$ cat src/rtl/vend_fsm.sv
// vend_fsm: coin-operated vending controller with registered outputs.
// Ports:
//   sys_clk, sys_rst_n        clock, synchronous active-low reset
//   coin_vld, coin_val        coin presented this cycle and its value
//   coin_rdy                  high in IDLE/COLLECT, when a coin can be taken
//   cancel                    refund request (only with VEND_REFUND_EN)
//   coke                      one-cycle dispense pulse
//   change_vld, change_val    change or refund amount, zero when not valid
//   credit                    accumulated credit
//   sold_cnt                  items dispensed, wrapping
// Option: define VEND_REFUND_EN to add the REFUND state and cancel handling.
module vend_fsm #(
    parameter int PRICE    = 3,
    parameter int COIN_W   = 2,
    parameter int CREDIT_W = 4,
    parameter int CNT_W    = 8
) (
    input  logic                sys_clk,
    input  logic                sys_rst_n,
    input  logic                coin_vld,
    input  logic [COIN_W-1:0]   coin_val,
    output logic                coin_rdy,
    input  logic                cancel,
    output logic                coke,
    output logic                change_vld,
    output logic [CREDIT_W-1:0] change_val,
    output logic [CREDIT_W-1:0] credit,
    output logic [CNT_W-1:0]    sold_cnt
);
`ifdef VEND_REFUND_EN
    typedef enum logic [1:0] {IDLE, COLLECT, DISPENSE, REFUND} state_t;
`else
    typedef enum logic [1:0] {IDLE, COLLECT, DISPENSE} state_t;
`endif
    state_t              state_q;
    logic                coin_rdy_q, coke_q, chg_vld_q;
    logic [CREDIT_W-1:0] credit_q, chg_val_q;
    logic [CNT_W-1:0]    sold_q;
    logic                accept_d;
    logic [CREDIT_W:0]   sum_d;
    logic [CREDIT_W-1:0] chg_d;
`ifdef VEND_REFUND_EN
    logic [CREDIT_W-1:0] refund_d;
`else
    logic                unused_cancel;
    assign unused_cancel = cancel;
`endif

    // Sum is one bit wider than credit so the price compare cannot wrap.
    always_comb begin
        accept_d = coin_vld && coin_rdy_q && (coin_val != '0);
        sum_d    = {1'b0, credit_q} + (CREDIT_W+1)'(coin_val);
        chg_d    = CREDIT_W'(sum_d - (CREDIT_W+1)'(PRICE));
`ifdef VEND_REFUND_EN
        refund_d = accept_d ? sum_d[CREDIT_W-1:0] : credit_q;
`endif
    end

    always_ff @(posedge sys_clk) begin
        if (!sys_rst_n) begin
            state_q    <= IDLE;
            credit_q   <= '0;
            coke_q     <= 1'b0;
            chg_vld_q  <= 1'b0;
            chg_val_q  <= '0;
            sold_q     <= '0;
            coin_rdy_q <= 1'b1;
        end else begin
            case (state_q)
                IDLE, COLLECT: begin
                    // A completing coin wins over a simultaneous cancel.
                    if (accept_d && sum_d >= (CREDIT_W+1)'(PRICE)) begin
                        state_q    <= DISPENSE;
                        coke_q     <= 1'b1;
                        chg_vld_q  <= chg_d != '0;
                        chg_val_q  <= chg_d;
                        coin_rdy_q <= 1'b0;
                    end
`ifdef VEND_REFUND_EN
                    else if (cancel && state_q == COLLECT) begin
                        state_q    <= REFUND;
                        credit_q   <= refund_d;
                        chg_vld_q  <= 1'b1;
                        chg_val_q  <= refund_d;
                        coin_rdy_q <= 1'b0;
                    end
`endif
                    else if (accept_d) begin
                        state_q  <= COLLECT;
                        credit_q <= sum_d[CREDIT_W-1:0];
                    end
                end
                DISPENSE: begin
                    state_q    <= IDLE;
                    credit_q   <= '0;
                    sold_q     <= sold_q + 1'b1;
                    coke_q     <= 1'b0;
                    chg_vld_q  <= 1'b0;
                    chg_val_q  <= '0;
                    coin_rdy_q <= 1'b1;
                end
`ifdef VEND_REFUND_EN
                REFUND: begin
                    state_q    <= IDLE;
                    credit_q   <= '0;
                    chg_vld_q  <= 1'b0;
                    chg_val_q  <= '0;
                    coin_rdy_q <= 1'b1;
                end
`endif
                default: begin
                    state_q    <= IDLE;
                    coin_rdy_q <= 1'b1;
                end
            endcase
        end
    end

    assign coin_rdy   = coin_rdy_q;
    assign coke       = coke_q;
    assign change_vld = chg_vld_q;
    assign change_val = chg_val_q;
    assign credit     = credit_q;
    assign sold_cnt   = sold_q;
endmodule
$ cat config.mk
export PLATFORM = sky130hd
export DESIGN_NAME = vend_fsm
export DESIGN_NICKNAME = d
export VERILOG_FILES = /design/src/rtl/vend_fsm.sv
export SDC_FILE = /design/constraint.sdc
export NUM_CORES = 1
export LEC_CHECK = 0
export BUFFER_PORTS_ARGS = -buffer_cell sky130_fd_sc_hd__buf_2
export CAP_MARGIN = 20
export CORE_ASPECT_RATIO = 1.1
export CORE_MARGIN = 2
export CORE_UTILIZATION = 40
export DETAILED_ROUTE_END_ITERATION = 16
export GPL_TIMING_DRIVEN = 0
export RECOVER_POWER = 100
export SLEW_MARGIN = 15
export SYNTH_ARGS = -nofsm -noshare
export SYNTH_HDL_FRONTEND = slang
export SYNTH_SLANG_ARGS = --single-unit
export TNS_END_PERCENT = 5
$ cat constraint.sdc
create_clock -name sys_clk -period 6.5 [get_ports sys_clk]
set_clock_uncertainty 0.1 [all_clocks]
set_input_delay 0.65 -clock sys_clk [delete_from_list [all_inputs] [get_ports sys_clk]]
set_output_delay 0.65 -clock sys_clk [all_outputs]
set_load 0.005 [all_outputs]
==> summary.txt, run 1 <==
Outcome
  • Status: completed

Worst setup path
  • CP Buf/Inv Count: 1
  • CP top delay family: compound AO/OA/AOI/OAI gates
  • CP required: 6.61 ns
  • CP dominant cell by count: ha_1
  • CP max stage cell: a211oi_1
  • Setup CP Type: primary input to register
  • Critical path launch point type: primary input
  • Peak fanout along the critical path: 10
  • Crit end category: register
  • WP data arrival: 3.17 ns
  • CP max stage delay: 0.82 ns
  • CP cell instances: clkbuf_1, ha_1, fa_1, ha_1, a21oi_1, a211oi_1, a22oi_1, a311oi_2

Floorplanning
  • Core Region: 0.00250 mm2
  • Rows: 19
  • Die area: 0.00305 mm2
  • Number of placed I/O pins: 25
  • Initial Util: 42.1%
  • Die W: 52.9 um
  • Chip Height: 57.8 um

Logic synthesis
  • Yosys Warn Count: 0
  • #FFs+latches synth: 21
  • Syn avg cell area: 8.98 um2
  • EDFF count, synth: 0
  • Top FF cell, synth: dfxtp_1
  • Syn Std Cell Area: 0.00105 mm2
  • Yosys cell types: 37
  • Sequential cell area fraction in the yosys report: 40.0%
  • Synth Instances: 117
  • Asr flop ratio synth: 0%
  • Syn_nets: 129

Final layout
  • Fillers: 260
  • Layout area overhead: 15.6%
  • Commonest cells after routing, fill and taps aside: dfxtp_1 (21), buf_2 (17), clkbuf_1 (11), nand2_1 (10)
  • Fraction of layout cells with a size suffix above 1: 16.7%
  • Number of nets in the layout: 157
  • Fin util: 48.7%
  • Number of antenna diodes: 0
  • Commonest non-fill, non-tap cell in the layout: dfxtp_1

CTS
  • Clock latency on the worst-skew pair: 0.29 ns
  • Clock-pin transition on the worst setup and hold timing paths: 0.11 ns
  • H-tree depth: 1
  • TritonCTS buffer count: 3
  • Root Driver: clkbuf_4
  • CTS tree: done
  • Hold buffer count at CTS: 0
  • Clock buffer depth: 2
  • Post-CTS Setup Inserts: 0
  • Post-cts resize count: 0
  • # clock sinks: 21

Timing
  • Final Hold Viols: 0
  • Worst slew pin tran: 1.01 ns
  • Setup TNS: 0 ns
  • Pins Over Slew Limit: 0
  • Rel. slew slack: 32.4%
  • Crit path time final: 3.06 ns
  • Final setup fails: 0
  • Final period util: 47.1%
  • Max Clock Freq: 326 MHz
  • Unrepaired setup endpoints after global routing: no

Routing
  • Via density: 5.14
  • Number of vias in the routed layout: 899
  • Routed len/inst: 12.2 um
  • Routed WL: 2130 um
  • DRT iter0 DRCs: 12
  • Post-route ant nets: 0
  • DRC: 0
  • DR pass1 iterations: 4

Placed design
  • PortBufs: 23
  • Dpl hpwl: 1600 um
  • RD Place Congestion: 0.758

Min path
  • Hold WC Path Type: register to register

Power
  • Int Power: 0.000191 W
  • Leak Pwr: 0.520 nW
  • Power per Cell Area: 222 mW/mm2
  • Max VDD drop: 137 uV
  • Switch share: 29.3%
  • Total Power: 0.000269 W
  • Flop pwr share: 53.8%
  • NetSw: 0.0000790 W
  • Comb power frac: 24.0%
  • Clock power share: 22.2%

GRT
  • Global route overflow: 0
  • First-pass GRT wire length: 3590 um
  • Initial antenna violation count: 0
  • Largest net degree at the start of global routing: 12
  • GRT Overall Usage: 15.3%
  • Vias in the first global route: 785

Flow run
  • Max Cap Viol: 0
sequential cells by signal (all words and copies together), names as in the netlist:
name / flops
change_val: 4
change_vld: 1
coin_rdy: 1
coke: 1
credit: 4
sold_cnt: 8
state_q: 2
worst paths after layout:
check	from	endpoint	slack [ns]	cells past startpoint
setup / recovery	coin_val[0]	change_vld	3.44	8
hold / removal	coke	coke	0.36	2
setup reg to reg	credit[0]	change_vld	3.56	7
hold reg to reg	coke	coke	0.36	2
cell usage after synthesis, types with 2 or more instances:
library cell | number | area (um2)
dfxtp_1 | 21 | 420
nand2_1 | 10 | 37.5
a21oi_1 | 9 | 45.0
nor2_1 | 9 | 33.8
nand3_1 | 8 | 40.0
ha_1 | 5 | 62.6
xnor2_1 | 5 | 43.8
and3_1 | 4 | 25.0
clkbuf_1 | 4 | 15.0
nor3_1 | 4 | 20.0
xor2_1 | 4 | 35.0
inv_1 | 3 | 11.3
nand4_1 | 3 | 18.8
mux2i_1 | 2 | 20.0
nand2b_1 | 2 | 12.5
o21a_1 | 2 | 15.0
o21ai_1 | 2 | 10.0
tightest hold or removal path: cells and delay by family, from the launching register on:
family | cells | cell delay [ns]
AO/OA/AOI/OAI | 1 | 0.05
AND/OR/NAND/NOR | 1 | 0.05
flip-flops | 1 | 0.32
power groups by stage:
| stage | Clock, W | Sequential, W | Combinational, W |
|---|---|---|---|
| 6_report | 0.0000598 | 0.000145 | 0.0000647 |
| 5_1_grt | 0.0000695 | 0.000147 | 0.0000742 |
| 4_1_cts | 0.0000635 | 0.000145 | 0.0000689 |
| 3_5_place_dp | 0 | 0.000148 | 0.0000682 |
| 3_3_place_gp | 0 | 0.000148 | 0.0000670 |
| 2_1_floorplan | 0 | 0.000148 | 0.0000478 |
layer usage:
layer  up-vias  part of all wire [%]  GRT usage [%]
li1        465                     -              -
met5         -                     0              0
met3         2                   4.5           2.84
met4         0                  0.38           4.76
met2        20                    45           23.9
met1       412                    50           21.5
metrics by stage:
stage	hold WS, ns	instance area, um2	worst slack (ns)	std cells
after floorplan	0.353	1050	3.70	117
after CTS	0.367	1230	3.71	175
after global routing	0.431	1210	3.20	175
after global placement	0.341	1200	3.43	171
final	0.361	1210	3.44	175
after detailed placement	0.351	1200	3.38	171
cell families after synthesis:
kind of cell | synth area share [%]
AOI/OAI and AO/OA | 15.5
DFF | 40.0
xor gates and xnor gates | 7.50
buffers and inverters | 3.21
and+or+nand+nor | 24.0
adders and majority gates | 7.86
muxes | 1.90
cell type report:
cell class / instances / area (um2) / share of cell area [%]
buffer: 5 / 22.5 / 1.85
clock buffer: 4 / 26.3 / 2.16
inverter: 3 / 11.3 / 0.927
multi-input combinational: 88 / 588 / 48.4
sequential: 21 / 420 / 34.6
tap: 31 / 38.8 / 3.19
timing repair buffer: 23 / 108 / 8.86
Note: power is estimated with default switching activity, not from simulation.
==> run 2: changes to the inputs <==
ABC_AREA = 1   (was not set)
clock period = 2.8 ns   (was 6.5 ns; I/O delays follow)
==> run 2 against run 1 <==
Critical path type is now register to register. Core utilization down 0.56 points. Critical endpoint is now change_val[0]. Design area fell by 0.21%. Total power is 140% higher. Final cell count up 13%. Via count is 5.7% higher. Largest power group unchanged. Worst setup slack worse by 3.0 ns. Combinational power grew 140%. Synthesized cell count rose by 19%. Die area is 2.4% higher. Flip-flop and latch count is the same.
==> summary.txt, run 2 <==
Outcome
  • Status: completed

Worst setup path
  • R2r setup slk: 0.45 ns (-3.11 ns)
  • Critical path launch point type: register
  • Critical Path Sink: change_val[0]
  • Peak fanout along the critical path: 6 (-4)
  • Worst Setup SP: credit[0]
  • R2R cell count: 11 (+4)
  • Reg-to-Reg End: change_val[0]
  • CP required: 2.93 ns (-3.68 ns)
  • Setup CP Type: register to register
  • WP data arrival: 2.49 ns (-0.68 ns)
  • Worst r2r src: credit[0]
  • Crit end category: register

CTS
  • Root Driver: clkbuf_4
  • Clock-pin transition on the worst setup and hold timing paths: 0.12 ns (about the same)
  • Hold buffer count at CTS: 0 (unchanged)
  • CTS tree: done
  • Clock buffer depth: 2 (unchanged)
  • TritonCTS buffer count: 3 (unchanged)
  • Post-cts resize count: 0 (unchanged)
  • Clock latency on the worst-skew pair: 0.30 ns (about the same)
  • Post-CTS Setup Inserts: 0 (unchanged)
  • H-tree depth: 1 (unchanged)
  • # clock sinks: 21 (unchanged)

Placed design
  • Dpl cells: 193 (+13%)
  • RD Place Congestion: 0.870 (+15%)
  • Placed Area: 0.00123 mm2 (+2.3%)
  • Dpl hpwl: 1690 um (+5.6%)
  • Pre-CTS setup slack: 0.501 ns (-2.88 ns)
  • PortBufs: 23 (unchanged)

Logic synthesis
  • Post-synth top area cell: dfxtp_1
  • Sequential cell area fraction in the yosys report: 39.0% (-1.0 points)
  • Synth Area in Adders: 7.66% (-0.20 points)
  • Largest family of logic cells by synthesized area: simple AND/OR/NAND/NOR gates
  • Yosys top cell area share: 39.0% (-1.0 points)
  • Top cells by area, synth: dfxtp_1 (39%), nand2_1 (11%), ha_1 (5.8%), nand3_1 (5.6%), nor2_1 (4.9%)
  • Post-synth top cells: nand2_1 (33), dfxtp_1 (21), nor2_1 (14)
  • Compound-Gate Fraction of Synth Area: 7.89% (-7.6 points)
  • Mux contribution to synthesized area: 0% (-1.9 points)
  • #FFs+latches synth: 21 (unchanged)
  • Syn Std Cell Area: 0.00108 mm2 (+2.6%)
  • Most frequent cell after synthesis: nand2_1
  • Yosys cell types: 26 (-30%)
  • Syn avg cell area: 7.76 um2 (-14%)
  • Asr flop ratio synth: 0% (unchanged)
  • Top FF cell, synth: dfxtp_1
  • Yosys Warn Count: 0 (unchanged)
  • XOR/XNOR Fraction of Synth Area: 1.62% (-5.9 points)
  • EDFF count, synth: 0 (unchanged)
  • Syn_nets: 151 (+17%)
  • Synth Instances: 139 (+19%)
  • Simple-gate share of the synthesized area: 37.8% (+14 points)

Power
  • Max VDD drop: 281 uV (+110%)
  • Leak Pwr: 0.565 nW (+8.6%)
  • Power per Cell Area: 525 mW/mm2 (+140%)

Timing
  • Rel. slew slack: 72.8% (+40 points)
  • Unrepaired setup endpoints after global routing: no
  • Crit path time final: 2.35 ns
  • Pins Over Slew Limit: 0 (unchanged)
  • Setup TNS: 0 ns (unchanged)
  • Final period util: 84.1%
  • Worst slew pin tran: 0.406 ns (-0.602 ns)
  • Max Clock Freq: 425 MHz
  • Setup WS post-layout: 0.446 ns (-2.99 ns)
  • Final Hold Viols: 0 (unchanged)
  • Final setup fails: 0 (unchanged)

Routing
  • Number of vias in the routed layout: 950 (+5.7%)
  • DRT iter0 DRCs: 28 (+16)
  • Via density: 4.82 (-6.1%)
  • Routed WL: 2110 um (-0.80%)
  • DRC: 0 (unchanged)
  • DR pass1 iterations: 4 (unchanged)
  • Routed len/inst: 10.7 um (-12%)
  • Post-route ant nets: 0 (unchanged)

Final layout
  • Number of antenna diodes: 0 (unchanged)
  • Post-Layout Cell Count: 197 (+13%)
  • Commonest non-fill, non-tap cell in the layout: nand2_1
  • Final Instance Area: 0.00121 mm2 (-0.21%)
  • Fin util: 48.1% (-0.56 points)
  • Commonest cells after routing, fill and taps aside: nand2_1 (35), dfxtp_1 (21), nor2_1 (16), buf_2 (16), inv_1 (14)
  • Number of nets in the layout: 179 (+14%)
  • Max reg flops: 8 (unchanged)
  • Layout area overhead: 12.4%
  • Fraction of layout cells with a size suffix above 1: 18.1% (+1.4 points)

Floorplanning
  • Chip Height: 58.5 um (+1.2%)
  • Die W: 53.5 um (+1.2%)
  • Die area: 0.00313 mm2 (+2.4%)
  • Initial Util: 42.8% (+0.70 points)
  • Rows: 19 (unchanged)
  • Number of placed I/O pins: 25 (unchanged)
  • Core Region: 0.00252 mm2 (+0.95%)

GRT
  • GRT Overall Usage: 15.9% (+0.57 points)
  • Vias in the first global route: 880 (+12%)
  • Largest net degree at the start of global routing: 13 (+1)
  • Global route overflow: 0 (unchanged)
  • First-pass GRT wire length: 3710 um (+3.3%)
  • Initial antenna violation count: 0 (unchanged)

Min path
  • Hold WC Path Type: primary input to register

Flow run
  • Max Cap Viol: 0 (unchanged)
-- run 2: changes by cell type in the layout (fill, tap and decap cells not counted), sizes merged, moves of 6 or more --
cell / delta
nand2: +28
inv: +12
nor2: +10
nand3: +6
-- run 2: area by class of cell --
cell class	count	area [um2]
timing repair buffer	23	106
multi-input combinational	101	554
sequential	21	420
fill	282	1310
clock inverter	1	5.00
clock buffer	3	22.5
tap	31	38.8
inverter	17	65.1
-- run 2: critical path, stage by stage (launching register included) --
cell,delay (ns)
dfxtp_1,0.35
ha_1,0.23
fa_1,0.57
ha_1,0.16
inv_1,0.05
o21ai_0,0.10
nor2_2,0.06
nand2_1,0.21
nand2_8,0.11
nor2_8,0.13
inv_1,0.06
o21ai_0,0.14
-- run 2: report_power, final --
group	switching (W)	leakage (nW)	internal [W]
clock network	0.0000907	0.0177	0.0000532
registers	0.0000160	0.171	0.000323
logic	0.0000955	0.376	0.0000585
-- run 2: through the flow --
step	total power (W)	hold WS (ns)
global route	0.000685	0.153
floorplan	0.000466	0.283
detailed placement	0.000514	0.344
finish	0.000637	0.158
CTS	0.000662	0.155
global placement	0.000510	0.338
-- run 2: cell families (layout without fill, tap and decap cells) --
| logic type | count (synthesis) | in the layout |
|---|---|---|
| AO/OA/AOI/OAI | 16 | 16 |
| XOR/XNOR | 2 | 2 |
| adder cells (fa/ha/maj) | 6 | 6 |
| buffers and inverters | 17 | 44 |
| flip-flops | 21 | 21 |
| AND/OR/NAND/NOR | 77 | 77 |
-- run 2: worst min path at each step --
stage,start,end,slack (ns),depth (start not counted)
after floorplan,sys_rst_n,change_vld,0.28,2
after global placement,coke,coke,0.34,2
after detailed placement,coke,coke,0.34,2
after CTS,sys_rst_n,sold_cnt[2],0.15,3
after global routing,sys_rst_n,sold_cnt[2],0.15,3
final,coin_vld,state_q[0],0.16,3
-- run 2: metal layers --
metal,vias up,part of all wire [%],track usage [%]
met3,2,4.1,2.28
met1,431,49,21.1
li1,501,-,-
met2,16,46,25.0
met5,-,0,0
met4,0,1.0,7.69
==> run 3: changes to the inputs <==
ABC_AREA = 0   (was 1)
clock period = 2 ns   (was 2.8 ns; I/O delays follow)
==> run 3 against run 2 <==
The flow now finishes with violations (negative setup slack). Combinational power rose by 110%. Die area fell by 2.4%. Clock-buffer cell count did not move. Design area rose by 12%. Maximum frequency rose by 3.8%. Non-clock buffer count rose by 14. Sequential power rose by 40%. Total power rose by 57%. Sequential share of layout area fell by 3.6 points. Critical path type unchanged. Critical endpoint is now change_val[2]. Largest cell class unchanged.
==> summary.txt, run 3 (synthesis results as in run 1) <==
Floorplanning
  • Number of placed I/O pins: 25 (unchanged)
  • Chip Height: 57.8 um (-1.2%)
  • Initial Util: 42.1% (-0.70 points)
  • Rows: 19 (unchanged)
  • Die area: 0.00305 mm2 (-2.4%)
  • Core Region: 0.00250 mm2 (-0.94%)
  • Die W: 52.9 um (-1.2%)

Power
  • Leak Pwr: 0.586 nW (+3.7%)
  • Power per Cell Area: 737 mW/mm2 (+40%)
  • Max VDD drop: 466 uV (+66%)

Worst setup path
  • R2r setup slk: -0.27 ns (-0.71 ns)
  • Worst r2r src: credit[0]
  • Worst Setup SP: credit[0]
  • Worst path depth: 8 (-3)
  • Reg-to-Reg End: change_val[2]
  • Critical Path Sink: change_val[2]
  • CP dominant cell by count: ha_4
  • Setup CP Type: register to register
  • CP top delay family: adder cells
  • WP data arrival: 2.38 ns (-0.11 ns)
  • CP required: 2.12 ns (-0.81 ns)
  • Critical path launch point type: register
  • CP Buf/Inv Count: 1 (-1)
  • CP max stage cell: fa_2
  • Crit end category: register
  • CP max stage delay: 0.58 ns (about the same)
  • Peak fanout along the critical path: 6 (unchanged)
  • CP cell instances: ha_4, fa_2, ha_4, a21oi_4, a211oi_4, buf_4, a21oi_1, o21a_1
  • R2R cell count: 8 (-3)

CTS
  • TritonCTS buffer count: 3 (unchanged)
  • Clock latency on the worst-skew pair: 0.31 ns (about the same)
  • CTS tree: done
  • H-tree depth: 1 (unchanged)
  • Clock buffer depth: 2 (unchanged)
  • Clock-pin transition on the worst setup and hold timing paths: 0.12 ns (about the same)
  • Root Driver: clkbuf_4
  • # clock sinks: 21 (unchanged)

Placed design
  • Dpl hpwl: 1690 um (+0.31%)
  • Placed Area: 0.00126 mm2 (+1.9%)
  • RD Place Congestion: 0.827 (-4.9%)
  • PortBufs: 23 (unchanged)

Routing
  • DR pass1 iterations: 4 (unchanged)
  • Number of vias in the routed layout: 972 (+2.3%)
  • DRT iter0 DRCs: 21 (-25%)
  • Routed len/inst: 12.9 um (+20%)
  • Post-route ant nets: 0 (unchanged)
  • Routed WL: 2370 um (+12%)
  • DRC: 0 (unchanged)
  • Via density: 5.28 (+9.5%)

GRT
  • GRT Overall Usage: 17.3% (+1.4 points)
  • Global route overflow: 0 (unchanged)
  • Vias in the first global route: 916 (+4.1%)
  • First-pass GRT wire length: 3960 um (+6.9%)
  • Initial antenna violation count: 0 (unchanged)
  • Largest net degree at the start of global routing: 13 (unchanged)

Min path
  • Hold WC Path Type: primary input to register
  • Min-Delay Path Depth: 3 (unchanged)

Timing
  • Pins Over Slew Limit: 0 (unchanged)
  • Rel. slew slack: 67.9% (-5.0 points)
  • Max Clock Freq: 441 MHz (+3.8%)
  • Final period util: 113% (+29 points)
  • Worst slew pin tran: 0.482 ns (+0.0758 ns)
  • Final setup fails: 12 (+12)
  • Final Hold Viols: 0 (unchanged)
  • Setup WS post-layout: -0.267 ns (-0.713 ns)
  • Hold Slack: 0.0616 ns (-0.0969 ns)
  • Crit path time final: 2.27 ns (-0.0865 ns)
  • Unrepaired setup endpoints after global routing: yes

Outcome
  • Status: finished, violations left
  • Failing checks: negative setup slack

Final layout
  • Final Instance Area: 0.00136 mm2 (+12%)
  • Fraction of layout cells with a size suffix above 1: 30.7% (+13 points)
  • Max reg flops: 8 (unchanged)
  • Number of nets in the layout: 166 (-7.3%)
  • Number of antenna diodes: 0 (unchanged)
  • Layout area overhead: 28.9%
  • Commonest cells after routing, fill and taps aside: dfxtp_1 (20), buf_2 (20), buf_4 (10), nand2_1 (10), nor2_1 (9)

Flow run
  • Max Cap Viol: 0 (unchanged)
==> run 3: worst min path at each step <==
stage | from | end
2_1_floorplan | sys_rst_n | state_q[1]
3_3_place_gp | coke | coke
3_5_place_dp | coke | coke
4_1_cts | sys_rst_n | state_q[1]
5_1_grt | sys_rst_n | state_q[1]
6_report | sys_rst_n | state_q[1]
==> run 3: area by class of cell <==
class | instances | area [um2]
tap | 31 | 38.8
timing repair buffer | 32 | 179
fill | 256 | 1140
sequential | 21 | 422
clock buffer | 3 | 22.5
inverter | 3 | 11.3
multi-input combinational | 88 | 654
clock inverter | 1 | 5.00
buffer | 5 | 22.5
==> run 3: worst reg2reg max path, delay by kind of cell, from the launching register on <==
family	cells	cell delay, ns
compound gates	4	0.62
buf+inv	1	0.19
fa+ha+maj	3	0.91
flops	1	0.35
==> run 3: report_power, final <==
group          leakage, nW  switching [W]  total, W  internal, W
sequential           0.171      0.0000229  0.000473     0.000450
clock               0.0177       0.000135  0.000210    0.0000747
combinational        0.397       0.000153  0.000316     0.000163
total                0.586       0.000311  0.000999     0.000687
==> run 3: what timing repair did <==
item / 4_1_cts / 5_1_grt
buffers inserted: 9 / 0
resized for setup: 1 / 1
hold buffers: 0 / 0
pin swaps: 8 / 1
endpoints found under the hold margin: 0 / 0
setup endpoints to repair: 12 / 12
==> run 3: per-stage QoR <==
stage	total power (W)	TNS (ns)	instances	utilization, %	setup slack, ns
after global placement	0.000741	-3.84	171	50.3	-0.415
after CTS	0.00101	-2.36	184	54.3	-0.276
final	0.000999	-2.30	184	54.3	-0.267
after floorplan	0.000677	-2.19	117	-	-0.330
after detailed placement	0.000748	-4.20	171	50.3	-0.448
after global routing	0.00106	-3.18	184	54.3	-0.342
==> run 3: routing by layer <==
layer	GRT usage (%)	vias up	wire length (um)
met3	2.32	4	88
met1	20.4	460	1010
met2	31.1	21	1240
li1	-	487	-
met4	6.59	0	31
met5	0	-	0
